File: src/rtl/axi_latency_injector.sv
// ============================================================================
// Module   : axi_latency_injector
// Purpose  : AXI delay line; every channel is a timestamped FIFO that releases
//            a beat once it has aged a runtime-programmable number of cycles.
// Revision : 1.0
// ============================================================================
`default_nettype none

package axi_latency_injector_pkg;

  typedef logic [15:0] lat_aw_chan_t;
  typedef logic [15:0] lat_w_chan_t;
  typedef logic [7:0]  lat_b_chan_t;
  typedef logic [15:0] lat_ar_chan_t;
  typedef logic [15:0] lat_r_chan_t;

  typedef struct packed {
    lat_aw_chan_t aw;
    logic         aw_valid;
    lat_w_chan_t  w;
    logic         w_valid;
    logic         b_ready;
    lat_ar_chan_t ar;
    logic         ar_valid;
    logic         r_ready;
  } lat_req_t;

  typedef struct packed {
    logic         aw_ready;
    logic         ar_ready;
    logic         w_ready;
    lat_b_chan_t  b;
    logic         b_valid;
    lat_r_chan_t  r;
    logic         r_valid;
  } lat_resp_t;

endpackage

module axi_latency_injector_fifo #(
  parameter type         data_t      = logic,
  parameter int unsigned DEPTH       = 4,
  parameter int unsigned DELAY_WIDTH = 8
) (
  input  logic                   clk_i,
  input  logic                   rst_ni,
  input  logic [DELAY_WIDTH-1:0] i_delay,
  input  logic                   i_valid,
  output logic                   o_ready,
  input  data_t                  i_data,
  output logic                   o_valid,
  input  logic                   i_ready,
  output data_t                  o_data,
  output logic                   o_empty
);

  localparam int unsigned c_ptr_w = (DEPTH > 1) ? $clog2(DEPTH) : 1;
  localparam int unsigned c_cnt_w = $clog2(DEPTH + 1);
  localparam logic [c_ptr_w-1:0]     c_ptr_last = c_ptr_w'(DEPTH - 1);
  localparam logic [c_cnt_w-1:0]     c_cnt_full = c_cnt_w'(DEPTH);
  localparam logic [c_cnt_w-1:0]     c_cnt_one  = c_cnt_w'(1);
  localparam logic [DELAY_WIDTH-1:0] c_age_max  = '1;
  localparam logic [DELAY_WIDTH-1:0] c_age_one  = DELAY_WIDTH'(1);

  data_t                  r_data [DEPTH];
  logic [DELAY_WIDTH-1:0] r_age  [DEPTH];
  logic [c_ptr_w-1:0]     r_rd_ptr;
  logic [c_ptr_w-1:0]     r_wr_ptr;
  logic [c_cnt_w-1:0]     r_count;
  logic                   r_commit;

  logic                   w_empty;
  logic                   w_full;
  logic                   w_valid;
  logic                   w_push;
  logic                   w_pop;
  logic [DELAY_WIDTH-1:0] w_head_age;

  function automatic logic [c_ptr_w-1:0] f_next_ptr(input logic [c_ptr_w-1:0] p);
    return (p == c_ptr_last) ? '0 : p + c_ptr_w'(1);
  endfunction

  // Once committed the head stays valid regardless of later delay changes.
  always_comb begin
    w_empty    = (r_count == '0);
    w_full     = (r_count == c_cnt_full);
    w_head_age = r_age[r_rd_ptr];
    w_valid    = !w_empty && ((w_head_age >= i_delay) || r_commit);
    w_push     = i_valid && !w_full;
    w_pop      = w_valid && i_ready;
  end

  assign o_ready = !w_full;
  assign o_valid = w_valid;
  assign o_data  = r_data[r_rd_ptr];
  assign o_empty = w_empty;

  always_ff @(posedge clk_i) begin
    if (w_push) begin
      r_data[r_wr_ptr] <= i_data;
    end
  end

  // Ages saturate so a long downstream stall can never wrap an entry back below the delay.
  always_ff @(posedge clk_i or negedge rst_ni) begin
    if (!rst_ni) begin
      for (int i = 0; i < DEPTH; i++) begin
        r_age[i] <= '0;
      end
    end else begin
      for (int i = 0; i < DEPTH; i++) begin
        if (w_push && (r_wr_ptr == c_ptr_w'(i))) begin
          r_age[i] <= '0;
        end else if (r_age[i] != c_age_max) begin
          r_age[i] <= r_age[i] + c_age_one;
        end
      end
    end
  end

  always_ff @(posedge clk_i or negedge rst_ni) begin
    if (!rst_ni) begin
      r_rd_ptr <= '0;
      r_wr_ptr <= '0;
      r_count  <= '0;
      r_commit <= 1'b0;
    end else begin
      if (w_push) begin
        r_wr_ptr <= f_next_ptr(r_wr_ptr);
      end
      if (w_pop) begin
        r_rd_ptr <= f_next_ptr(r_rd_ptr);
      end
      case ({w_push, w_pop})
        2'b10:   r_count <= r_count + c_cnt_one;
        2'b01:   r_count <= r_count - c_cnt_one;
        default: r_count <= r_count;
      endcase
      if (w_pop) begin
        r_commit <= 1'b0;
      end else if (w_valid && !i_ready) begin
        r_commit <= 1'b1;
      end
    end
  end

endmodule

module axi_latency_injector #(
  parameter type         aw_chan_t   = axi_latency_injector_pkg::lat_aw_chan_t,
  parameter type         w_chan_t    = axi_latency_injector_pkg::lat_w_chan_t,
  parameter type         b_chan_t    = axi_latency_injector_pkg::lat_b_chan_t,
  parameter type         ar_chan_t   = axi_latency_injector_pkg::lat_ar_chan_t,
  parameter type         r_chan_t    = axi_latency_injector_pkg::lat_r_chan_t,
  parameter type         req_t       = axi_latency_injector_pkg::lat_req_t,
  parameter type         resp_t      = axi_latency_injector_pkg::lat_resp_t,
  parameter int unsigned DEPTH       = 4,
  parameter int unsigned DELAY_WIDTH = 8
) (
  input  logic                   clk_i,
  input  logic                   rst_ni,
  input  logic [DELAY_WIDTH-1:0] cfg_req_delay_i,
  input  logic [DELAY_WIDTH-1:0] cfg_resp_delay_i,
  input  req_t                   slv_req_i,
  output resp_t                  slv_resp_o,
  output req_t                   mst_req_o,
  input  resp_t                  mst_resp_i,
  output logic                   busy_o
);

  logic     w_aw_in_ready, w_aw_out_valid, w_aw_empty;
  logic     w_w_in_ready,  w_w_out_valid,  w_w_empty;
  logic     w_ar_in_ready, w_ar_out_valid, w_ar_empty;
  logic     w_b_in_ready,  w_b_out_valid,  w_b_empty;
  logic     w_r_in_ready,  w_r_out_valid,  w_r_empty;
  aw_chan_t w_aw_out_data;
  w_chan_t  w_w_out_data;
  ar_chan_t w_ar_out_data;
  b_chan_t  w_b_out_data;
  r_chan_t  w_r_out_data;

  // Request channels flow slave -> master.
  axi_latency_injector_fifo #(
    .data_t(aw_chan_t), .DEPTH(DEPTH), .DELAY_WIDTH(DELAY_WIDTH)
  ) u_aw_fifo (
    .clk_i(clk_i), .rst_ni(rst_ni), .i_delay(cfg_req_delay_i),
    .i_valid(slv_req_i.aw_valid), .o_ready(w_aw_in_ready), .i_data(slv_req_i.aw),
    .o_valid(w_aw_out_valid), .i_ready(mst_resp_i.aw_ready), .o_data(w_aw_out_data),
    .o_empty(w_aw_empty)
  );

  axi_latency_injector_fifo #(
    .data_t(w_chan_t), .DEPTH(DEPTH), .DELAY_WIDTH(DELAY_WIDTH)
  ) u_w_fifo (
    .clk_i(clk_i), .rst_ni(rst_ni), .i_delay(cfg_req_delay_i),
    .i_valid(slv_req_i.w_valid), .o_ready(w_w_in_ready), .i_data(slv_req_i.w),
    .o_valid(w_w_out_valid), .i_ready(mst_resp_i.w_ready), .o_data(w_w_out_data),
    .o_empty(w_w_empty)
  );

  axi_latency_injector_fifo #(
    .data_t(ar_chan_t), .DEPTH(DEPTH), .DELAY_WIDTH(DELAY_WIDTH)
  ) u_ar_fifo (
    .clk_i(clk_i), .rst_ni(rst_ni), .i_delay(cfg_req_delay_i),
    .i_valid(slv_req_i.ar_valid), .o_ready(w_ar_in_ready), .i_data(slv_req_i.ar),
    .o_valid(w_ar_out_valid), .i_ready(mst_resp_i.ar_ready), .o_data(w_ar_out_data),
    .o_empty(w_ar_empty)
  );

  // Response channels flow master -> slave.
  axi_latency_injector_fifo #(
    .data_t(b_chan_t), .DEPTH(DEPTH), .DELAY_WIDTH(DELAY_WIDTH)
  ) u_b_fifo (
    .clk_i(clk_i), .rst_ni(rst_ni), .i_delay(cfg_resp_delay_i),
    .i_valid(mst_resp_i.b_valid), .o_ready(w_b_in_ready), .i_data(mst_resp_i.b),
    .o_valid(w_b_out_valid), .i_ready(slv_req_i.b_ready), .o_data(w_b_out_data),
    .o_empty(w_b_empty)
  );

  axi_latency_injector_fifo #(
    .data_t(r_chan_t), .DEPTH(DEPTH), .DELAY_WIDTH(DELAY_WIDTH)
  ) u_r_fifo (
    .clk_i(clk_i), .rst_ni(rst_ni), .i_delay(cfg_resp_delay_i),
    .i_valid(mst_resp_i.r_valid), .o_ready(w_r_in_ready), .i_data(mst_resp_i.r),
    .o_valid(w_r_out_valid), .i_ready(slv_req_i.r_ready), .o_data(w_r_out_data),
    .o_empty(w_r_empty)
  );

  always_comb begin
    mst_req_o          = '0;
    mst_req_o.aw       = w_aw_out_data;
    mst_req_o.aw_valid = w_aw_out_valid;
    mst_req_o.w        = w_w_out_data;
    mst_req_o.w_valid  = w_w_out_valid;
    mst_req_o.ar       = w_ar_out_data;
    mst_req_o.ar_valid = w_ar_out_valid;
    mst_req_o.b_ready  = w_b_in_ready;
    mst_req_o.r_ready  = w_r_in_ready;

    slv_resp_o          = '0;
    slv_resp_o.aw_ready = w_aw_in_ready;
    slv_resp_o.w_ready  = w_w_in_ready;
    slv_resp_o.ar_ready = w_ar_in_ready;
    slv_resp_o.b        = w_b_out_data;
    slv_resp_o.b_valid  = w_b_out_valid;
    slv_resp_o.r        = w_r_out_data;
    slv_resp_o.r_valid  = w_r_out_valid;
  end

  assign busy_o = !(w_aw_empty && w_w_empty && w_ar_empty && w_b_empty && w_r_empty);

endmodule

`default_nettype wire

File: config.mk
export PLATFORM = sky130hd
export DESIGN_NAME = axi_latency_injector
export DESIGN_NICKNAME = d
export VERILOG_FILES = /design/src/rtl/axi_latency_injector.sv
export SDC_FILE = /design/constraint.sdc
export NUM_CORES = 1
export LEC_CHECK = 0
export CORE_ASPECT_RATIO = 0.8
export CORE_MARGIN = 4
export CORE_UTILIZATION = 30
export DETAILED_ROUTE_END_ITERATION = 8
export SLEW_MARGIN = 20
export SYNTH_ARGS = -nofsm -noshare
export SYNTH_HDL_FRONTEND = slang
export SYNTH_HIERARCHICAL = 1
export SYNTH_SLANG_ARGS = --single-unit
export TNS_END_PERCENT = 10
File: constraint.sdc
create_clock -name clk_i -period 4.1 [get_ports clk_i]
set_input_delay 0.82 -clock clk_i [delete_from_list [all_inputs] [get_ports clk_i]]
set_output_delay 0.82 -clock clk_i [all_outputs]
set_load 0.05 [all_outputs]
Word level (Yosys, flattened, before mapping)

Memory sizes are Yosys's and may differ from the RTL's.
Index checks and enable logic that the tools add are counted.

Register bits: 200
Bits in writable memories: 288
Input port bits: 100
Output and inout port bits: 83
Word-level logic and storage cells: 350
Memories: 5

$add $sub $neg: 40
Magnitude comparators: 10
Equality and inequality tests: 55
Mux-type cells: 90
Bitwise gates (word level): 5
Reduce and logical (&&, ||, !) cells: 105

Memory list:

| name             | words | bits a word | rd ports | clocked after Yosys merged registers in | write ports | RTL line | RTL |
|---|---|---|---|---|---|---|---|
| u_ar_fifo.r_data | 4     | 16          | 1        | 0                                       | 1           | 65       | `data_t r_data [DEPTH];` |
| u_aw_fifo.r_data | 4     | 16          | 1        | 0                                       | 1           | 65       |  |
| u_r_fifo.r_data  | 4     | 16          | 1        | 0                                       | 1           | 65       |  |
| u_w_fifo.r_data  | 4     | 16          | 1        | 0                                       | 1           | 65       |  |
| u_b_fifo.r_data  | 4     | 8           | 1        | 0                                       | 1           | 65       |  |

Operators by type and width:

| operator                                                  | count |
|---|---|
| two-way mux 8 bit                                         | 50 |
| adder 8 x 1 -> 8 bit (second input constant)              | 20 |
| != test 8 bit (second input constant)                     | 20 |
| binary-select mux 8 bit (select 2 bit)                    | 5 |
| nonzero test 2 bit                                        | 30 |
| logical AND 1 bit                                         | 44 |
| == test 2 bit (second input constant)                     | 20 |
| greater-or-equal comparator 8 bit                         | 5 |
| case mux 3 bit (2 select lines)                           | 5 |
| adder 2 x 1 -> 2 bit (second input constant)              | 10 |
| == test 2 x 1 -> 1 bit (second input constant)            | 10 |
| two-way mux 1 bit                                         | 20 |
| two-way mux 2 bit                                         | 10 |
| zero test 1 bit                                           | 16 |
| adder 3 x 1 -> 3 bit (second input constant)              | 5 |
| == test 3 bit (second input constant)                     | 5 |
| greater-or-equal comparator 3 bit (second input constant) | 5 |
| zero test 3 bit                                           | 5 |
| NOT 2 -> 3 bit                                            | 5 |
| subtractor 3 x 1 -> 3 bit (second input constant)         | 5 |
| zero test 2 bit                                           | 5 |
| logical OR 1 bit                                          | 5 |

Longest topological paths before layout

Depth after elaboration: 10
Depth in mapped cells: 14
Depth with buffers taken out: 13

By module

Netlist, hierarchy kept.

By module, submodules not included:

| module                                | instances | cells each | area each (µm²) | sequential area each (µm²) |
|---|---|---|---|---|
| axi_latency_injector_fifo (u_ar_fifo) | 1         | 335        | 4803.4          | 2922.8 |
| axi_latency_injector_fifo (u_aw_fifo) | 1         | 329        | 4795.8          | 2922.8 |
| axi_latency_injector_fifo (u_w_fifo)  | 1         | 336        | 4793.3          | 2922.8 |
| axi_latency_injector_fifo (u_r_fifo)  | 1         | 325        | 4777.1          | 2922.8 |
| axi_latency_injector_fifo (u_b_fifo)  | 1         | 290        | 3643.5          | 1961.9 |
| axi_latency_injector                  | 1         | 12         | 86.3            | 0.0 |

Least setup slack after synthesis

No wires, ideal clock.

Path type: register -> register
Start: reg u_b_fifo.r_rd_ptr[0]
End: reg u_b_fifo.r_count[2]
Library setup time: 0.126 ns
Arrival time: 3.241 ns
Data required time: 3.974 ns
Setup slack: 0.732 ns
Stages on the path, launching flop included: 15
Path buffers: 2
Clock period less this slack: 3.368 ns
Path through: dfrtp_1 -> buf_2 -> buf_2 -> mux4_2 -> ha_1 -> a211oi_1 -> a31oi_1 -> a31oi_4 -> inv_1 -> ha_1 -> inv_1 -> fa_1 -> xor2_1 -> nor2_1 -> xor2_1

Cells in the longest elaborated chain, start to end: 10
Elaborated cells on any way between the ends: 12
Classes of those cells: order compare: 1; eq/ne: 2; mux: 4; bitwise: 1; reduce/logical: 4

RTL lines:

| what                                                                  | RTL line | RTL |
|---|---|---|
| from (decl)                                                           | 67       | `logic [c_ptr_w-1:0] r_rd_ptr;` |
| from (signal assigned)                                                | 132      | `r_rd_ptr <= f_next_ptr(r_rd_ptr);` |
| NOT 2 -> 3 bit (implied by the code) (*)                              | 87       | `w_head_age = r_age[r_rd_ptr];` |
| binary-select mux 8 bit (select 2 bit) (*)                            | 87       |  |
| two-way mux 8 bit (implied by the code) (*) (2 in a row)              | 87       |  |
| greater-or-equal comparator 8 bit (*)                                 | 88       | `w_valid = !w_empty && ((w_head_age >= i_delay) \|\| r_commit);` |
| logical OR 1 bit (*)                                                  | 88       |  |
| logical AND 1 bit (*)                                                 | 88       |  |
| logical AND 1 bit (*)                                                 | 90       | `w_pop = w_valid && i_ready;` |
| named net u_b_fifo.w_pop                                              | 76       | `logic w_pop;` |
| == test 2 x 1 -> 1 bit or == test 2 bit (tied branches)               | 134      | `case ({w_push, w_pop})` |
| case mux 3 bit (2 select lines) or nonzero test 2 bit (tied branches) | --       |  |
| to (signal assigned)                                                  | 135      | `2'b10: r_count <= r_count + c_cnt_one;` |
| to (signal assigned)                                                  | 136      | `2'b01: r_count <= r_count - c_cnt_one;` |
| to (signal assigned)                                                  | 137      | `default: r_count <= r_count;` |
| to (decl)                                                             | 69       | `logic [c_cnt_w-1:0] r_count;` |

Mark *: on every way through the listed nets, which the timed path passes. The rest lies on a longest branch. The select of a mux whose other input is x is not followed.
A chain may end at the register's enable or synchronous reset.

==> impl_metrics.py <==
metrics = {
    "status": {
        "status": "finished, final reports clean",
    },
    "clock_network": {
        "clk_pin_slew_ps": 60,
        "clk_latency_ps": 600,
        "holdBufCountCts": 0,
        "cts_root_buf": "clkbuf_16",
        "cts_made_buffers": 53,
        "cts_tree": "yes",
        "htree_levels": 2,
        "clock_sinks": 488,
        "clk_path_buf_depth": 3,
    },
    "setup_path": {
        "worstReg2RegStart": "u_ar_fifo/r_rd_ptr[0]",
        "r2r.worst_path.cells": 10,
        "crit_path_top_delay_cell": "mux4_2",
        "reg2reg_setup_slack_ps": 800,
        "cpPeakStageDelay_ps": 570,
        "crit_chain": "mux4_2, inv_1, ha_1, nand2b_4, a2111o_1, a21oi_1, nor2_1, buf_4",
        "critPathBufInv": 2,
        "arrival_ps": 3080,
        "critPathLaunchType": "flip-flop",
        "crit_required_ps": 3280,
        "path_delay_family": "compound AO/OA/AOI/OAI gates",
        "crit_path_end_kind": "output port",
        "r2r_end": "u_ar_fifo/r_count[1]",
        "path_max_fanout": 9,
        "critPathKind": "flip-flop to output port",
    },
    "placement": {
        "gp_congestion": 0.795,
        "portBuffers": 182,
        "place_area_sq_um": 26000,
        "dp_hpwl_um": 35700,
        "dp.cells": 2791,
    },
    "drt": {
        "routed_via_density": 4.98,
        "vias": 14409,
        "firstDrtPassIters": 5,
        "antenna_left": 0,
        "wl_per_cell_um": 17.8,
        "wl_um": 51400,
        "drcViolationCount": 0,
        "drtIter0Drc": 1085,
    },
    "worst_hold_path": {
        "hp-class": "input pin to asynchronous set/reset pin",
    },
    "layout": {
        "syn2layout_area_growth_pct": 21.3,
        "drive_above_1_share_pct": 14.9,
        "fin_nets": 2029,
        "fillCellCount": 7118,
        "finalInstanceArea_sq_um": 27800,
        "stdcell_count": 2892,
    },
    "power": {
        "leakage_nw": 10.7,
        "p_per_area_nw_per_um2": 796,
        "irDropWorstVdd_uv": 370,
    },
    "grt": {
        "grt_pass1_wl_um": 80800,
        "grt_overflow": 0,
        "grt_pass1_vias": 14452,
        "gr-usage-all-layers_pct": 12.6,
        "grt_max_degree": 64,
        "antenna_found_initial": 0,
    },
    "sta": {
        "rsz0062_at_grt": "no",
        "post-route-period-util_pct": 95.2,
        "finalClockSkew_ps": 19.9,
        "fin_setup_tns_ps": 0,
        "slew_viol_final": 0,
        "setup_viol": 0,
        "fin_crit_ps": 3900,
        "tightest_slew_ps": 945,
        "relSlewSlack_pct": 37.0,
        "hold_viol_final": 0,
        "clock.fmax_mhz": 256,
    },
    "synth": {
        "yosys-top-cells-count": "edfxtp_1, dfrtp_1, nor2_1",
        "syn-cell-area_sq_um": 22900,
        "synth_mux_area_share_pct": 13.2,
        "yosys.area.top_type_share_pct": 37.8,
        "synth-compound-area-share_pct": 5.22,
        "avgSynthCellArea_sq_um": 14.1,
        "synth_top_family_by_area": "multiplexers",
        "synth_xor_area_share_pct": 1.91,
        "synth_fa_ha_area_share_pct": 5.35,
        "yosys.area_share.simple_pct": 11.8,
        "ys.flop_type": "edfxtp_1",
        "synth_edf_count": 288,
        "ys_seq_area_share_pct": 59.6,
        "ys_warn_count": 6,
        "synth_cells": 1627,
        "netlist-cell-type-count": 54,
        "synthArstFlopShare_pct": 41.0,
        "synth_top_cell_by_area": "edfxtp_1",
        "synth_area_leaders": "edfxtp_1, dfrtp_1, mux4_2, ha_1, nor2_1",
        "synth-seq-cells": 488,
        "synth_most_common_cell": "edfxtp_1",
        "synth_fp_nets": 1822,
    },
    "floorplan": {
        "initial_core_util_pct": 30.3,
        "die_x_um": 317,
        "core_sq_um": 75600,
        "fp.dieArea_sq_um": 80800,
        "std_cell_rows": 90,
        "die_y_um": 255,
        "io_pins": 183,
    },
    "flow_run": {
        "maxCapViolations": 0,
    },
}
logic make-up (layout without fill, tap and decap cells):
group                    count (synthesis)  after routing
AO/OA/AOI/OAI                          170            170
flip-flops                             488            488
adder cells (fa/ha/maj)                 95             95
other                                    0              2
multiplexers                           156            156
buffers and inverters                  154            405
XOR/XNOR                                50             50
AND/OR/NAND/NOR                        514            514
per-stage QoR:
stage | total power, mW | utilization [%] | hold WS, ps | setup slack [ps]
finish | 22.1 | 36.7 | 195 | 198
global route | 23.5 | 36.7 | 203 | 17.8
CTS | 22.4 | 36.7 | 174 | 9.92
detailed placement | 17.4 | 34.4 | 504 | 519
global placement | 17.1 | 34.4 | 498 | 507
floorplan | 14.5 | - | 471 | 732
timing repair:
| item | 4_1_cts | 5_1_grt |
|---|---|---|
| buffers inserted | 0 | 0 |
| endpoints found under the setup margin | 3 | 3 |
| gates resized for setup | 3 | 3 |
| endpoints found under the hold margin | 0 | 0 |
report_power, final:
group          internal [mW]  switching (mW)
Clock                   2.92            2.02
Combinational           3.84            5.21
Sequential              6.69            1.43
sequential cells by signal, indices dropped and copies added, names as in the netlist, 64 cells and up:
register,flops
u_r_fifo/r_data,64
u_aw_fifo/r_data,64
u_ar_fifo/r_data,64
u_w_fifo/r_data,64
cell usage in the layout, fill, tap and decap left out, types with 52 or more instances in the layout:
cell and n:
clkbuf_16 53, nor3_1 68, a31oi_1 52, inv_1 88, nand3_1 64, dfrtp_1 195
and3_1 72, clkdlybuf4s50_1 176, nor2_1 157, mux4_2 111, edfxtp_1 288, ha_1 90
layer usage:
| metal | global-route usage (%) | share of wire [%] | vias to the layer above |
|---|---|---|---|
| met5 | 0 | 0 | - |
| met4 | 2.93 | 1.6 | 0 |
| met3 | 2.53 | 5.8 | 61 |
| met2 | 19.9 | 46 | 362 |
| met1 | 18.1 | 46 | 7351 |
| li1 | - | - | 6635 |
worst max-delay path by stage:
stage / from / end / slack, ps / cells after the start
floorplan: u_b_fifo/r_rd_ptr[0] / u_b_fifo/r_count[2] / 730 / 14
global placement: cfg_resp_delay_i[0] / slv_resp_o[0] / 510 / 7
detailed placement: cfg_resp_delay_i[6] / u_r_fifo/r_count[2] / 520 / 13
CTS: u_r_fifo/r_rd_ptr[0] / slv_resp_o[0] / 10 / 8
global route: u_b_fifo/r_rd_ptr[0] / slv_resp_o[17] / 20 / 8
finish: u_ar_fifo/r_rd_ptr[0] / mst_req_o[1] / 200 / 8
final cells by class:
type | instances | area (sq um) | share of cell area, %
diodes | 2 | 5.00 | 0.0180
clock buffers | 63 | 1370 | 4.95
clock inverters | 36 | 423 | 1.52
inverters | 88 | 330 | 1.19
multi-input cells | 985 | 8580 | 30.9
flip-flops and latches | 488 | 13700 | 49.2
well taps | 1012 | 1270 | 4.56
repair buffers | 218 | 2120 | 7.64
(Power assumes the default switching activity.)
